File: config.mk
export PLATFORM = sky130hd
export DESIGN_NAME = proj_sorter_reader
export DESIGN_NICKNAME = d
export VERILOG_FILES = /design/src/rtl/proj_sorter_reader.sv
export SDC_FILE = /design/constraint.sdc
export NUM_CORES = 1
export LEC_CHECK = 0
export CAP_MARGIN = 20
export CORE_ASPECT_RATIO = 1.5
export CORE_MARGIN = 2
export CORE_UTILIZATION = 45
export CTS_BUF_LIST = sky130_fd_sc_hd__clkbuf_8
export CTS_CLUSTER_SIZE = 16
export DETAILED_ROUTE_END_ITERATION = 12
export PLACE_DENSITY = 0.83
export SYNTH_ARGS = -nofsm -noshare
export SYNTH_HDL_FRONTEND = slang
export SYNTH_SLANG_ARGS = --single-unit
File: constraint.sdc
create_clock -name in_clk -period 4.15 [get_ports in_clk]
set_input_delay 0.83 -clock in_clk [delete_from_list [all_inputs] [get_ports in_clk]]
set_output_delay 0.83 -clock in_clk [all_outputs]
set_load 0.01 [all_outputs]
File: src/rtl/proj_sorter_reader.sv
// proj_sorter_reader
//
// Reader side of the sorter result interface. When the sorter raises
// in_sort_valid, the whole vector of the smallest-signature indices is
// captured into a local buffer. The buffer is then streamed one index per
// transfer, lowest signature first, over a valid/ready handshake. The block
// holds one complete result. A new result that arrives while a result is
// still draining is dropped, and the sticky out_overrun flag is set.
//
// Ports
//   in_clk           clock, all state updates on the rising edge
//   in_rst           asynchronous active-high reset
//   in_smallest_idx  sorted index vector, entry 0 = smallest signature
//   in_sort_valid    level, high while in_smallest_idx is valid
//   out_index        index currently offered on the stream (0 when idle)
//   out_position     rank of out_index (0 when idle)
//   out_valid        stream item valid
//   in_ready         downstream accepts the item when high
//   out_last         current item is the final rank
//   out_done         one-cycle pulse after the final transfer
//   out_overrun      sticky, set when a result was dropped

package proj_pkg;
    localparam int SORTER_EXTENDER_INDICES_COUNT = 4;
    localparam int INDICE_LEN                    = 8;
endpackage

module proj_sorter_reader #(
    parameter int INDICES_COUNT = proj_pkg::SORTER_EXTENDER_INDICES_COUNT,
    parameter int INDICE_LEN    = proj_pkg::INDICE_LEN,
    parameter int POS_LEN       = (INDICES_COUNT > 1) ? $clog2(INDICES_COUNT) : 1
) (
    input  logic                                     in_clk,
    input  logic                                     in_rst,
    input  logic [INDICES_COUNT-1:0][INDICE_LEN-1:0] in_smallest_idx,
    input  logic                                     in_sort_valid,
    output logic [INDICE_LEN-1:0]                    out_index,
    output logic [POS_LEN-1:0]                       out_position,
    output logic                                     out_valid,
    input  logic                                     in_ready,
    output logic                                     out_last,
    output logic                                     out_done,
    output logic                                     out_overrun
);

    // state | meaning
    // IDLE  | no result buffered, waiting for a capture event
    // SEND  | buffered result is being streamed, rank = pos_q
    typedef enum logic {
        IDLE = 1'b0,
        SEND = 1'b1
    } state_t;

    localparam logic [POS_LEN-1:0] LAST_POS = POS_LEN'(INDICES_COUNT - 1);

    state_t                                 state_q, state_d;
    logic [INDICES_COUNT-1:0][INDICE_LEN-1:0] buffer_q, buffer_d;
    logic [POS_LEN-1:0]                     pos_q, pos_d;
    logic                                   sv_prev_q;
    logic                                   done_q, done_d;
    logic                                   overrun_q, overrun_d;

    logic capture;
    logic final_xfer;

    // A capture event is a rising edge of in_sort_valid; holding the level
    // high therefore yields a single event.
    assign capture    = in_sort_valid && !sv_prev_q;
    assign final_xfer = (state_q == SEND) && in_ready && (pos_q == LAST_POS);

    always_ff @(posedge in_clk or posedge in_rst) begin
        if (in_rst) begin
            state_q   <= IDLE;
            buffer_q  <= '0;
            pos_q     <= '0;
            sv_prev_q <= 1'b0;
            done_q    <= 1'b0;
            overrun_q <= 1'b0;
        end else begin
            state_q   <= state_d;
            buffer_q  <= buffer_d;
            pos_q     <= pos_d;
            sv_prev_q <= in_sort_valid;
            done_q    <= done_d;
            overrun_q <= overrun_d;
        end
    end

    always_comb begin
        state_d   = state_q;
        buffer_d  = buffer_q;
        pos_d     = pos_q;
        done_d    = 1'b0;
        overrun_d = overrun_q;

        case (state_q)
            IDLE: begin
                if (capture) begin
                    buffer_d = in_smallest_idx;
                    pos_d    = '0;
                    state_d  = SEND;
                end
            end

            SEND: begin
                if (in_ready) begin
                    if (pos_q == LAST_POS) begin
                        done_d = 1'b1;
                        // A result landing exactly on the final transfer
                        // can be accepted without a gap cycle.
                        if (capture) begin
                            buffer_d = in_smallest_idx;
                            pos_d    = '0;
                        end else begin
                            state_d = IDLE;
                            pos_d   = '0;
                        end
                    end else begin
                        pos_d = pos_q + POS_LEN'(1);
                    end
                end
                // Any other capture while draining would corrupt the result
                // in flight, so it is dropped and flagged.
                if (capture && !final_xfer) begin
                    overrun_d = 1'b1;
                end
            end

            default: begin
                state_d = IDLE;
                pos_d   = '0;
            end
        endcase
    end

    assign out_valid    = (state_q == SEND);
    assign out_index    = out_valid ? buffer_q[pos_q] : '0;
    assign out_position = out_valid ? pos_q : '0;
    assign out_last     = out_valid && (pos_q == LAST_POS);
    assign out_done     = done_q;
    assign out_overrun  = overrun_q;

endmodule

==> results.ini <==
[status]
status=complete, no violations

[clock_tree]
cts_buffers=5
h-tree-depth=2
cts_max_path_buffers=2
cts_tree=yes
cts_hold_buf=0
clkSinkCount=38
clock_latency_ns=0.29
postCtsSetupBuffers=0
cts-root-buf=clkbuf_8
clkSlewWorstSetupHoldPaths_ns=0.07
cts_resized=0

[logic_synthesis]
synth_nets=164
synth_ff_type=dfrtp_1
synth-edff-count=0
ys_ff_latch=38
syn_area_mm2=0.00173
avgSynthCellArea_um2=13.7
synth_seq_area_share=0.551
synth_cell_types=21
async_flop_share=1.00
syn_inst=126
yosys_warnings=0

[sta]
final_hold_viol_count=0
setup_viol=0
rsz0062_at_grt=no
timing.fmax_mhz=338
min_period_ns=2.96
period_share=0.714
max_slew_margin=0.355
hold-worst-slack_ns=0.491
finalSetupTns_ns=0
tightestPinTransition_ns=0.965
finClkSkew_ns=0.00540
final-max-slew-violation-count=0

[placed_design]
io_buffers=49
routabilityCongestion=0.677
hpwl_um=2540

[critical_path]
required_ns=3.32
worst_ep_arrival_time_ns=2.13
critPathMaxStageDelay_ns=0.64
path_class=reg -> out
cp_max_fo=12
reg2reg_slack_ns=1.84
cp-end-kind=primary output
path_buf_inv=2
cp_slowest_cell=dfrtp_1
critPathLaunchType=flip-flop
cp_cell_sequence=buf_4, mux2i_1, o22ai_1, clkdlybuf4s50_1
crit_family=buffers and inverters

[floorplanning]
die_w_um=54.6
chipHeight_um=79.8
core_area_mm2=0.00368
start_util=0.469
io_pins=50
rows=27
die_area_mm2=0.00436

[power_and_ir_drop]
power_frac_seq=0.389
p_sw_frac=0.317
leakage_nw=1.01
p_switching_mw=0.540
intPower_mw=1.17
power_frac_comb=0.442
p_per_area_mw_per_mm2=728
worst_ir_drop_vdd_mv=0.459
clkPwrFrac=0.168

[final_layout]
finalNetCount=215
drive_above_1_share=0.230
syn_to_final_growth_pct=35.8
n_antenna_cell=0
nFillCells=295

[flow_run]
max_cap_violations=0

[detailed_routing]
drc=0
wl_um=3370
ant_nets=0
dr.pass1.iters=4
vias=1158
via_per_inst=5.24
drtIter0Drc=22
wl_per_cell_um=15.2

[grt]
antenna_found_initial=0
grt_max_degree=33
gr-usage-all-layers=0.176
overflow=0
grt_pass1_wl_um=5470
grt_pass1_vias=1226

[hold_path]
hold_class=reg -> reg

## metrics by stage
step | instance area (um^2) | std cells | total power [mW] | utilization | setup WS (ns)
4_1_cts | 2340 | 221 | 1.73 | 0.636 | 1.16
6_report | 2340 | 221 | 1.71 | 0.636 | 1.19
3_3_place_gp | 2230 | 213 | 1.39 | 0.606 | 1.35
2_1_floorplan | 1730 | 126 | 1.12 | - | 2.26
3_5_place_dp | 2230 | 213 | 1.44 | 0.606 | 1.24
5_1_grt | 2340 | 221 | 1.82 | 0.636 | 1.06
## placed cells by master, fill, tap and decap left out, drive strengths merged
cell / instances
clkdlybuf4s50: 49
dfrtp: 38
mux2: 32
mux2i: 16
nand2: 8
o22ai: 8
clkbuf: 8
nand2b: 3
and2: 2
inv: 2
ha: 2
buf: 2
a21oi: 2
o21bai: 1
nand3: 1
o211ai: 1
and3: 1
nor2: 1
a31oi: 1
## worst register-to-register path, stage by stage (launching register included)
cell and delay, ns:
dfrtp_1 0.64, ha_1 0.25, nand2_1 0.09, a21oi_4 0.78
mux2_2 0.43
## power groups by stage
stage | clock network (mW) | logic (mW) | registers (mW)
5_1_grt | 0.307 | 0.825 | 0.688
4_1_cts | 0.295 | 0.769 | 0.666
3_3_place_gp | 0 | 0.735 | 0.659
2_1_floorplan | 0 | 0.501 | 0.622
6_report | 0.287 | 0.755 | 0.664
3_5_place_dp | 0 | 0.762 | 0.674
## registers in the layout (all words and copies together), names as in the netlist
register	flops
buffer_q	32
out_done	1
out_overrun	1
out_valid	1
pos_q	2
sv_prev_q	1
## cells by family (layout without fill, tap and decap cells)
family	Yosys count	after routing	synth area share
AO/OA/AOI/OAI	13	13	0.0537
buffers and inverters	9	61	0.0348
multiplexers	48	48	0.302
flip-flops	38	38	0.551
adder cells (fa/ha/maj)	2	2	0.0145
AND/OR/NAND/NOR	16	16	0.0442
## per-layer routing
metal,share of wire,track usage,up-vias,routed length (um)
met5,0,0,-,0
met4,0.019,0.0675,0,63
met3,0.048,0.0431,7,161
met2,0.54,0.299,30,1810
met1,0.40,0.207,567,1330
li1,-,-,554,-
## Yosys cell counts, types with 2 or more instances
library cell,n,area share
and2_1,2,0.0073
o22ai_1,8,0.029
buf_2,3,0.0087
mux2i_1,16,0.093
inv_1,2,0.0044
mux2_2,30,0.20
buf_6,3,0.020
ha_1,2,0.015
nand2b_1,3,0.011
mux2_1,2,0.013
nand2_1,8,0.017
dfrtp_1,38,0.55
## worst paths after layout
path / depth (start not counted) / start / endpoint
min in group asynchronous: 2 / in_rst / out_valid
setup / recovery: 4 / pos_q[0] / out_index[1]
hold reg to reg: 1 / buffer_q[13] / buffer_q[13]
max in group asynchronous: 3 / in_rst / buffer_q[13]
setup reg to reg: 4 / pos_q[0] / buffer_q[6]
hold / removal: 1 / buffer_q[13] / buffer_q[13]
## final cells by class
type / count / area, um^2 / share of cell area
inverters: 2 / 7.51 / 0.00321
flip-flops and latches: 38 / 951 / 0.406
repair buffers: 51 / 505 / 0.216
well taps: 43 / 53.8 / 0.0230
multi-input cells: 79 / 714 / 0.305
clock buffers: 8 / 110 / 0.0470
Note: power is estimated with default switching activity, not from simulation.
